File: src/rtl/spi_txn_arbiter_if.sv
// Bundle between the requesters, the SPI master and the arbiter.
// Clock and reset stay outside as plain ports.
interface spi_txn_arbiter_if;
  logic [1:0] req;
  logic [7:0] tx_data0;
  logic [7:0] tx_data1;
  logic [7:0] data_out_master;
  logic       load_master;
  logic       start;
  logic       read_master;
  logic [7:0] data_in_master;
  logic [1:0] gnt;
  logic [1:0] done;
  logic [7:0] rx_data;
  logic       busy;

  modport slave (
    input  req,
    input  tx_data0,
    input  tx_data1,
    input  data_out_master,
    output load_master,
    output start,
    output read_master,
    output data_in_master,
    output gnt,
    output done,
    output rx_data,
    output busy
  );

  modport master (
    output req,
    output tx_data0,
    output tx_data1,
    output data_out_master,
    input  load_master,
    input  start,
    input  read_master,
    input  data_in_master,
    input  gnt,
    input  done,
    input  rx_data,
    input  busy
  );
endinterface

File: src/rtl/spi_txn_arbiter.sv
// Round-robin arbiter sequencing two requesters onto one SPI master.
// All outputs are registered from the next-state decode.
module spi_txn_arbiter #(
  parameter int SHIFT_CYCLES = 16
) (
  input logic              mclk,
  input logic              reset,
  spi_txn_arbiter_if.slave bus
);

  typedef enum logic [2:0] {
    IDLE,
    LOAD,
    START,
    SHIFT,
    READ,
    DONE
  } state_t;

  localparam int CW = (SHIFT_CYCLES > 1) ?
                      $clog2(SHIFT_CYCLES) : 1;

  state_t        state, state_n;
  logic [CW-1:0] cnt, cnt_n;
  logic          last, last_n;
  logic          win;
  logic [1:0]    gnt_q, gnt_n;
  logic [1:0]    done_q, done_n;
  logic [7:0]    din_q, din_n;
  logic [7:0]    rx_q, rx_n;
  logic          ld_q, st_q, rd_q, busy_q;

  // last holds the index of the previous winner
  always_comb begin
    win = 1'b0;
    unique case (1'b1)
      (bus.req == 2'b11): win = ~last;
      (bus.req == 2'b10): win = 1'b1;
      default:            win = 1'b0;
    endcase
  end

  always_comb begin
    state_n = state;
    cnt_n   = cnt;
    last_n  = last;
    gnt_n   = gnt_q;
    din_n   = din_q;
    rx_n    = rx_q;
    done_n  = 2'b00;
    unique case (state)
      IDLE: begin
        if (|bus.req) begin
          state_n = LOAD;
          last_n  = win;
          gnt_n   = win ? 2'b10 : 2'b01;
          din_n   = win ? bus.tx_data1
                        : bus.tx_data0;
        end
      end
      LOAD: state_n = START;
      START: begin
        state_n = SHIFT;
        cnt_n   = CW'(SHIFT_CYCLES - 1);
      end
      SHIFT: begin
        if (cnt == '0) state_n = READ;
        else           cnt_n   = cnt - 1'b1;
      end
      READ: begin
        state_n = DONE;
        rx_n    = bus.data_out_master;
        done_n  = gnt_q;
      end
      DONE: begin
        state_n = IDLE;
        gnt_n   = 2'b00;
      end
      default: state_n = IDLE;
    endcase
  end

  always_ff @(posedge mclk or negedge reset) begin
    if (!reset) begin
      state  <= IDLE;
      cnt    <= '0;
      last   <= 1'b1;
      gnt_q  <= 2'b00;
      done_q <= 2'b00;
      din_q  <= 8'h00;
      rx_q   <= 8'h00;
      ld_q   <= 1'b0;
      st_q   <= 1'b0;
      rd_q   <= 1'b0;
      busy_q <= 1'b0;
    end else begin
      state  <= state_n;
      cnt    <= cnt_n;
      last   <= last_n;
      gnt_q  <= gnt_n;
      done_q <= done_n;
      din_q  <= din_n;
      rx_q   <= rx_n;
      ld_q   <= (state_n == LOAD);
      st_q   <= (state_n == START);
      rd_q   <= (state_n == READ);
      busy_q <= (state_n != IDLE);
    end
  end

  assign bus.load_master    = ld_q;
  assign bus.start          = st_q;
  assign bus.read_master    = rd_q;
  assign bus.data_in_master = din_q;
  assign bus.gnt            = gnt_q;
  assign bus.done           = done_q;
  assign bus.rx_data        = rx_q;
  assign bus.busy           = busy_q;

endmodule

File: src/flat_wrapper.sv
// flat-port wrapper written by rule: the top's interface ports become plain ports
module spi_txn_arbiter_flat 
#(
  parameter int SHIFT_CYCLES = 16
)
  (mclk, reset, bus_req, bus_tx_data0, bus_tx_data1, bus_data_out_master, bus_load_master, bus_start, bus_read_master, bus_data_in_master, bus_gnt, bus_done, bus_rx_data, bus_busy);
  spi_txn_arbiter_if bus_i ();
  input logic mclk;
  input logic reset;
  input wire logic [$bits(bus_i.req)-1:0] bus_req;
  input wire logic [$bits(bus_i.tx_data0)-1:0] bus_tx_data0;
  input wire logic [$bits(bus_i.tx_data1)-1:0] bus_tx_data1;
  input wire logic [$bits(bus_i.data_out_master)-1:0] bus_data_out_master;
  output wire logic [$bits(bus_i.load_master)-1:0] bus_load_master;
  output wire logic [$bits(bus_i.start)-1:0] bus_start;
  output wire logic [$bits(bus_i.read_master)-1:0] bus_read_master;
  output wire logic [$bits(bus_i.data_in_master)-1:0] bus_data_in_master;
  output wire logic [$bits(bus_i.gnt)-1:0] bus_gnt;
  output wire logic [$bits(bus_i.done)-1:0] bus_done;
  output wire logic [$bits(bus_i.rx_data)-1:0] bus_rx_data;
  output wire logic [$bits(bus_i.busy)-1:0] bus_busy;
  assign bus_i.req = bus_req;
  assign bus_i.tx_data0 = bus_tx_data0;
  assign bus_i.tx_data1 = bus_tx_data1;
  assign bus_i.data_out_master = bus_data_out_master;
  assign bus_load_master = bus_i.load_master;
  assign bus_start = bus_i.start;
  assign bus_read_master = bus_i.read_master;
  assign bus_data_in_master = bus_i.data_in_master;
  assign bus_gnt = bus_i.gnt;
  assign bus_done = bus_i.done;
  assign bus_rx_data = bus_i.rx_data;
  assign bus_busy = bus_i.busy;
  spi_txn_arbiter #(.SHIFT_CYCLES(SHIFT_CYCLES)) u_core (.mclk(mclk), .reset(reset), .bus(bus_i));
endmodule
File: config.mk
export PLATFORM = sky130hd
export DESIGN_NAME = spi_txn_arbiter_flat
export DESIGN_NICKNAME = d
export VERILOG_FILES = /design/src/rtl/spi_txn_arbiter_if.sv /design/src/rtl/spi_txn_arbiter.sv /design/src/flat_wrapper.sv
export SDC_FILE = /design/constraint.sdc
export NUM_CORES = 1
export LEC_CHECK = 0
export ABC_AREA = 0
export BUFFER_PORTS_ARGS = -buffer_cell sky130_fd_sc_hd__buf_2
export CAP_MARGIN = 20
export CORE_UTILIZATION = 45
export CTS_CLUSTER_SIZE = 20
export DETAILED_ROUTE_END_ITERATION = 12
export GPL_ROUTABILITY_DRIVEN = 1
export PLACE_DENSITY = 0.74
export SETUP_SLACK_MARGIN = 0.4
export SLEW_MARGIN = 25
export SYNTH_ARGS = -nofsm -noshare
export SYNTH_HDL_FRONTEND = slang
export SYNTH_SLANG_ARGS = --single-unit
File: constraint.sdc
create_clock -name mclk -period 3.8 [get_ports mclk]
set_input_delay 1.14 -clock mclk [delete_from_list [all_inputs] [get_ports mclk]]
set_output_delay 1.14 -clock mclk [all_outputs]
set_load 0.02 [all_outputs]
==> impl_metrics.sql, run 1 <==
INSERT INTO impl_metrics (metric_group, metric, value, unit) VALUES
('sta', 'clock-skew-final', '0.00677', 'ns'),
('placement', 'placed_cells', '193', ''),
('sta', 'timing.setup.tns', '0', 'ns'),
('global_routing', 'via_count_of_the_first_global_routing_pass', '1078', ''),
('worst_setup_path', 'timing.critical_path.buf_inv', '1', ''),
('logic_synthesis', 'synth-main-ff-cell', 'dfrtp_1', ''),
('logic_synthesis', 'syn-instance-count', '116', ''),
('worst_setup_path', 'worst-path-max-fanout', '10', ''),
('clocking', 'tritoncts', 'done', ''),
('layout', 'layout_cells_sized_above_1', '0.424', ''),
('power_and_ir_drop', 'cell_internal_pwr', '691', 'uW'),
('power_and_ir_drop', 'pwr-share-clk', '0.181', ''),
('layout', 'sequential_cell_area', '802', 'sq um'),
('layout', 'antenna_cells_inserted', '0', ''),
('placement', 'hpwlAfterDp', '2000', 'um'),
('worst_setup_path', 'critical_path.slowest_cell', 'a21boi_2', ''),
('outcome', 'violations_in_the_final_reports', 'DRC', ''),
('global_routing', 'grt_overall_usage', '0.183', ''),
('logic_synthesis', 'ys_ff_latch', '32', ''),
('logic_synthesis', 'seq_area_frac_synth', '0.575', ''),
('clocking', 'clock_latency', '0.32', 'ns'),
('layout', 'final_area', '0.00171', 'sq mm'),
('die', 'floorplan.die_area', '0.00333', 'sq mm'),
('power_and_ir_drop', 'power_density', '637', 'mW/mm^2'),
('worst_setup_path', 'arrival', '2.30', 'ns'),
('worst_setup_path', 'timing.critical_path.to_type', 'flip-flop', ''),
('placement', 'finalWeightedCongestion', '0.670', ''),
('clocking', 'clock-sinks', '32', ''),
('global_routing', 'grt_pass1_wl', '4550', 'um'),
('die', 'std_cell_rows', '19', ''),
('routing', 'detail_route.vias_per_cell', '5.44', ''),
('logic_synthesis', 'synth.cells.most_frequent', 'dfrtp_1 (31), a21oi_1 (12), nor2_1 (12), mux2i_1 (9), mux2_2 (8)', ''),
('sta', 'finalCritPeriodShare', '0.549', ''),
('routing', 'detail_route.iter0.violations', '16', ''),
('sta', 'setup_viol', '0', ''),
('die', 'initial_core_util', '0.489', ''),
('clocking', 'cts_max_level', '2', ''),
('logic_synthesis', 'ys_async_sr_fraction', '1.00', ''),
('power_and_ir_drop', 'worst_ir_drop_vdd', '268', 'uV'),
('clocking', 'cts.path.max_buffers', '2', ''),
('sta', 'timing.fmax', '479', 'MHz'),
('power_and_ir_drop', 'switching_share', '0.365', ''),
('run', 'cap_violations', '0', ''),
('worst_setup_path', 'cp_data_required_time', '4.01', 'ns'),
('power_and_ir_drop', 'power.combinational.fraction', '0.338', ''),
('layout', 'final_nets', '198', ''),
('layout', 'stdcell_count', '201', ''),
('routing', 'antenna_left', '0', ''),
('layout', 'syn2layout_area_growth', '22.4', '%'),
('routing', 'wirelength', '2720', 'um'),
('logic_synthesis', 'postSynthNetCount', '145', ''),
('sta', 'setup_slack', '1.71', 'ns'),
('die', 'fp.dieW', '57.7', 'um'),
('die', 'design.portCount', '52', ''),
('outcome', 'outcome', 'complete, but fails checks', ''),
('power_and_ir_drop', 'p_leak', '0.826', 'nW'),
('power_and_ir_drop', 'power.switching', '398', 'uW'),
('logic_synthesis', 'synth_edf_count', '0', ''),
('clocking', 'clk_transition_reported_paths', '0.09', 'ns'),
('sta', 'slew-limit-headroom', '0.543', ''),
('logic_synthesis', 'post-synth-top-count-cell', 'dfrtp_1', ''),
('sta', 'fin_worst_hold_slack', '0.513', 'ns'),
('power_and_ir_drop', 'report.power.total', '1.09', 'mW'),
('routing', 'residual_drc_count', '1', ''),
('logic_synthesis', 'yosys-top-cells-area', 'dfrtp_1 (56%), mux2i_1 (6.5%), mux2_2 (6.5%)', ''),
('clocking', 'post_cts_resize_count', '0', ''),
('worst_setup_path', 'max_stage_delay', '0.52', 'ns'),
('logic_synthesis', 'synth_warnings', '0', ''),
('worst_setup_path', 'crit_path_cell_trace', 'buf_2 -> a21boi_2 -> nor3b_1 -> a21oi_1 -> o22a_1', ''),
('hold_path', 'tightest_hold_check_type', 'flip-flop to flip-flop', ''),
('logic_synthesis', 'synth_area', '0.00140', 'sq mm');
## layout make-up
| class | instances | share of cell area |
|---|---|---|
| multi-input combinational | 77 | 0.319 |
| clock buffer | 8 | 0.0344 |
| timing repair buffer | 51 | 0.149 |
| inverter | 2 | 0.00440 |
| sequential | 32 | 0.470 |
| tap | 31 | 0.0227 |
## path summary, 6_finish.rpt
kind / start / end / slack [ns] / cells after the start
min: u_core.bus.rx_data[5] / u_core.bus.rx_data[5] / 0.51 / 1
max in group asynchronous: reset / u_core.bus.data_in_master[7] / 2.50 / 1
max: bus_req[0] / u_core.bus.gnt[0] / 1.71 / 5
min reg2reg: u_core.bus.rx_data[5] / u_core.bus.rx_data[5] / 0.51 / 1
max reg2reg: u_core.cnt[0] / u_core.state[0] / 2.18 / 5
min in group asynchronous: reset / u_core.state[0] / 0.85 / 1
## power groups by stage
stage,sequential (mW),combinational (mW),clock [mW]
final,0.524,0.368,0.197
after CTS,0.524,0.374,0.207
after floorplan,0.588,0.192,0
after global placement,0.525,0.362,0
after global routing,0.540,0.411,0.225
after detailed placement,0.530,0.374,0
## routing by layer
metal  global-route usage  vias up  routed length (um)
met5                    0        -                   0
met4               0.0918        0                  35
met3               0.0491        5                 154
met2                0.316       34                1450
met1                0.211      536                1080
li1                     -      518                   -
## cells in the final DEF, fill, tap and decap left out, types with 2 or more instances in the layout
cell type  Yosys  layout
nor2b_1        2       2
nand3b_1       2       2
o21ai_0        4       4
clkbuf_1       0       2
nand2_1        2       2
nand2b_1       2       2
a31oi_1        2       2
clkbuf_4       0       5
and3_1         4       4
inv_1          2       2
buf_2          2      51
nor2_1        12      12
a21oi_1       12      12
dfrtp_1       31      31
nor3b_1        2       2
mux2i_1        9       9
mux2_2         8       8
## sequential cells by signal (all words and copies together) (netlist names)
name                       cells
u_core.bus.data_in_master      8
u_core.bus.rx_data             8
u_core.cnt                     4
u_core.state                   3
u_core.bus.done                2
u_core.bus.gnt                 2
u_core.bus.busy                1
u_core.bus.load_master         1
u_core.bus.read_master         1
u_core.bus.start               1
u_core.last                    1
## cell families after synthesis
| kind of cell | share of synthesized area |
|---|---|
| AO/OA/AOI/OAI | 0.121 |
| buffers and inverters | 0.0341 |
| multiplexers | 0.129 |
| flip-flops | 0.575 |
| adder cells (fa/ha/maj) | 0.00897 |
| AND/OR/NAND/NOR | 0.132 |
Power figures use the tool's default switching activity.
==> run 2: changes to the inputs <==
clock period = 2 ns   (was 3.8 ns; I/O delays follow)
==> run 2 against run 1 <==
- the flow still finishes with violations (DRC)
- non-clock buffer count increased by 2
- register-to-register slack lost 1.7 ns
- routed wire length grew 3.5%
- power is 94% higher
- worst hold slack worse by 0.22 ns
- global-route usage is 0.078 points higher
- clock skew up 0.0011 ns
- critical path type is now flip-flop to flip-flop
- largest cell class unchanged
==> impl_metrics.sql, run 2 (synthesis results as in run 1) <==
INSERT INTO impl_metrics (metric_group, metric, value, unit) VALUES
('outcome', 'outcome', 'complete, but fails checks', ''),
('outcome', 'violations_in_the_final_reports', 'DRC', ''),
('clocking', 'clk_transition_reported_paths', '0.10', 'ns'),
('worst_setup_path', 'critical_path.slowest_cell', 'dfrtp_1', ''),
('global_routing', 'groute.layer.met2.usage', '0.327', ''),
('sta', 'period_needed', '1.55', 'ns'),
('placement', 'hpwlAfterDp', '2040', 'um'),
('layout', 'mostFrequentLayoutCell', 'buf_2', ''),
('layout', 'post_layout_utilization_of_the_core', '0.609', ''),
('sta', 'finalCritPeriodShare', '0.776', ''),
('power_and_ir_drop', 'p_leak', '0.848', 'nW'),
('routing', 'number_of_vias_after_detailed_routing', '1114', ''),
('global_routing', 'grt_overall_usage', '0.184', ''),
('layout', 'layout_cells_sized_above_1', '0.442', ''),
('die', 'design.portCount', '52', ''),
('worst_setup_path', 'worst-setup-path-type', 'flip-flop to flip-flop', ''),
('die', 'initial_core_util', '0.489', ''),
('power_and_ir_drop', 'worst_ir_drop_vdd', '597', 'uV'),
('worst_setup_path', 'cp_data_required_time', '2.22', 'ns'),
('clocking', 'clock-sinks', '32', ''),
('clocking', 'cts-buffers-inserted', '5', ''),
('layout', 'antenna_cells_inserted', '0', ''),
('clocking', 'clock_tree.root_cell', 'clkbuf_4', ''),
('power_and_ir_drop', 'report.power.total', '2.12', 'mW'),
('clocking', 'cts_max_level', '2', ''),
('routing', 'antenna_left', '0', ''),
('worst_setup_path', 'arrival', '1.77', 'ns'),
('placement', 'io_buffer_count', '51', ''),
('hold_path', 'tightest_hold_check_type', 'primary input to async pin', ''),
('layout', 'most-common-layout-cells', 'buf_2 (51), dfrtp_1 (31), nor2_1 (12), a21oi_1 (12), mux2i_1 (9)', ''),
('routing', 'detail_route.iter0.violations', '47', ''),
('sta', 'worstMarginPinSlew', '0.676', 'ns'),
('worst_setup_path', 'max_stage_delay', '0.41', 'ns'),
('worst_setup_path', 'setup.worst_path.start_class', 'flip-flop', ''),
('worst_setup_path', 'reg2reg_setup_slack', '0.45', 'ns'),
('routing', 'detail_route.vias_per_cell', '5.49', ''),
('clocking', 'clock_latency', '0.33', 'ns'),
('worst_setup_path', 'worst_r2r_startpoint', 'u_core.cnt[0]', ''),
('global_routing', 'groute.layer.met1.usage', '0.204', ''),
('clocking', 'cts.path.max_buffers', '2', ''),
('sta', 'timing.setup.tns', '0', 'ns'),
('worst_setup_path', 'crit_path_cell_trace', 'inv_1 -> ha_1 -> nor3b_4 -> nand2_1 -> a221o_1', ''),
('sta', 'hold_viol', '0', ''),
('die', 'floorplan.die_area', '0.00333', 'sq mm'),
('sta', 'clock-skew-final', '0.00788', 'ns'),
('global_routing', 'grt_max_degree', '33', ''),
('routing', 'drt_first_pass_iters', '8', ''),
('global_routing', 'grtUsageMet3', '0.0603', ''),
('run', 'cap_violations', '0', ''),
('worst_setup_path', 'reg2regPathDepth', '5', ''),
('sta', 'grt_setup_unrepaired', 'true', ''),
('worst_setup_path', 'worst-path-max-fanout', '4', ''),
('layout', 'final_nets', '200', ''),
('die', 'core_area', '0.00285', 'sq mm'),
('die', 'std_cell_rows', '19', ''),
('worst_setup_path', 'family_with_the_most_delay_on_the_worst_path', 'flip-flops', ''),
('power_and_ir_drop', 'power_density', '1220', 'mW/mm^2'),
('routing', 'detail_route.wl_per_cell', '13.9', 'um'),
('sta', 'fin_worst_hold_slack', '0.297', 'ns'),
('global_routing', 'grt_antenna_before_repair', '0', ''),
('global_routing', 'via_count_of_the_first_global_routing_pass', '1060', ''),
('sta', 'slew_viol_final', '0', ''),
('die', 'dieHeight', '57.7', 'um'),
('global_routing', 'overflow', '0', ''),
('routing', 'wirelength', '2820', 'um'),
('worst_setup_path', 'timing.critical_path.buf_inv', '1', ''),
('die', 'fp.dieW', '57.7', 'um'),
('sta', 'timing.fmax', '644', 'MHz'),
('clocking', 'tritoncts', 'done', ''),
('global_routing', 'grt_pass1_wl', '4530', 'um'),
('sta', 'setup_viol', '0', ''),
('placement', 'finalWeightedCongestion', '0.734', ''),
('layout', 'syn2layout_area_growth', '24.6', '%'),
('routing', 'residual_drc_count', '1', ''),
('sta', 'slew-limit-headroom', '0.549', ''),
('global_routing', 'gr-max-usage-layer', 'met2', ''),
('worst_setup_path', 'reg2reg_to', 'u_core.state[0]', ''),
('worst_setup_path', 'timing.critical_path.to_type', 'flip-flop', '');
==> run 2: final cells by class <==
cell class	instances	area, sq um
clock inverters	2	10.0
repair buffers	53	270
flip-flops and latches	32	802
fillers	242	1110
inverters	2	7.51
multi-input cells	77	558
clock buffers	6	51.3
well taps	31	38.8
==> run 2: how the worst max path moves through the flow <==
stage | from | endpoint | slack (ns) | cells past startpoint
floorplan | bus_req[1] | u_core.bus.gnt[0] | 0.58 | 5
global placement | bus_req[1] | u_core.bus.data_in_master[4] | 0.47 | 5
detailed placement | u_core.cnt[0] | u_core.state[0] | 0.39 | 5
CTS | u_core.cnt[0] | u_core.cnt[0] | 0.41 | 6
global route | u_core.cnt[0] | u_core.cnt[0] | 0.36 | 6
finish | u_core.cnt[0] | u_core.state[0] | 0.45 | 5
==> run 2: metrics by stage <==
stage	setup WS, ns	std cells	area (sq um)
final	0.447	203	1740
after global routing	0.363	203	1740
after CTS	0.411	202	1720
after detailed placement	0.390	194	1660
after global placement	0.470	194	1660
after floorplan	0.576	116	1400
==> run 2: routing by layer <==
metal,up-vias,part of all wire
met4,0,0.023
met1,533,0.37
li1,523,-
met2,50,0.54
met5,-,0
met3,8,0.069
==> run 2: report_power, final <==
part / leakage [nW] / internal [mW] / switching [mW]
clock network: 0.0380 / 0.167 / 0.212
registers: 0.370 / 0.838 / 0.168
logic: 0.440 / 0.317 / 0.413
total: 0.848 / 1.32 / 0.793
==> run 2: what timing repair did <==
item / CTS / global route
hold endpoints to repair: 0 / 0
resized for setup: 1 / 1
hold buffers: 0 / 0
setup buffers: 0 / 1
endpoints found under the setup margin: 2 / 13
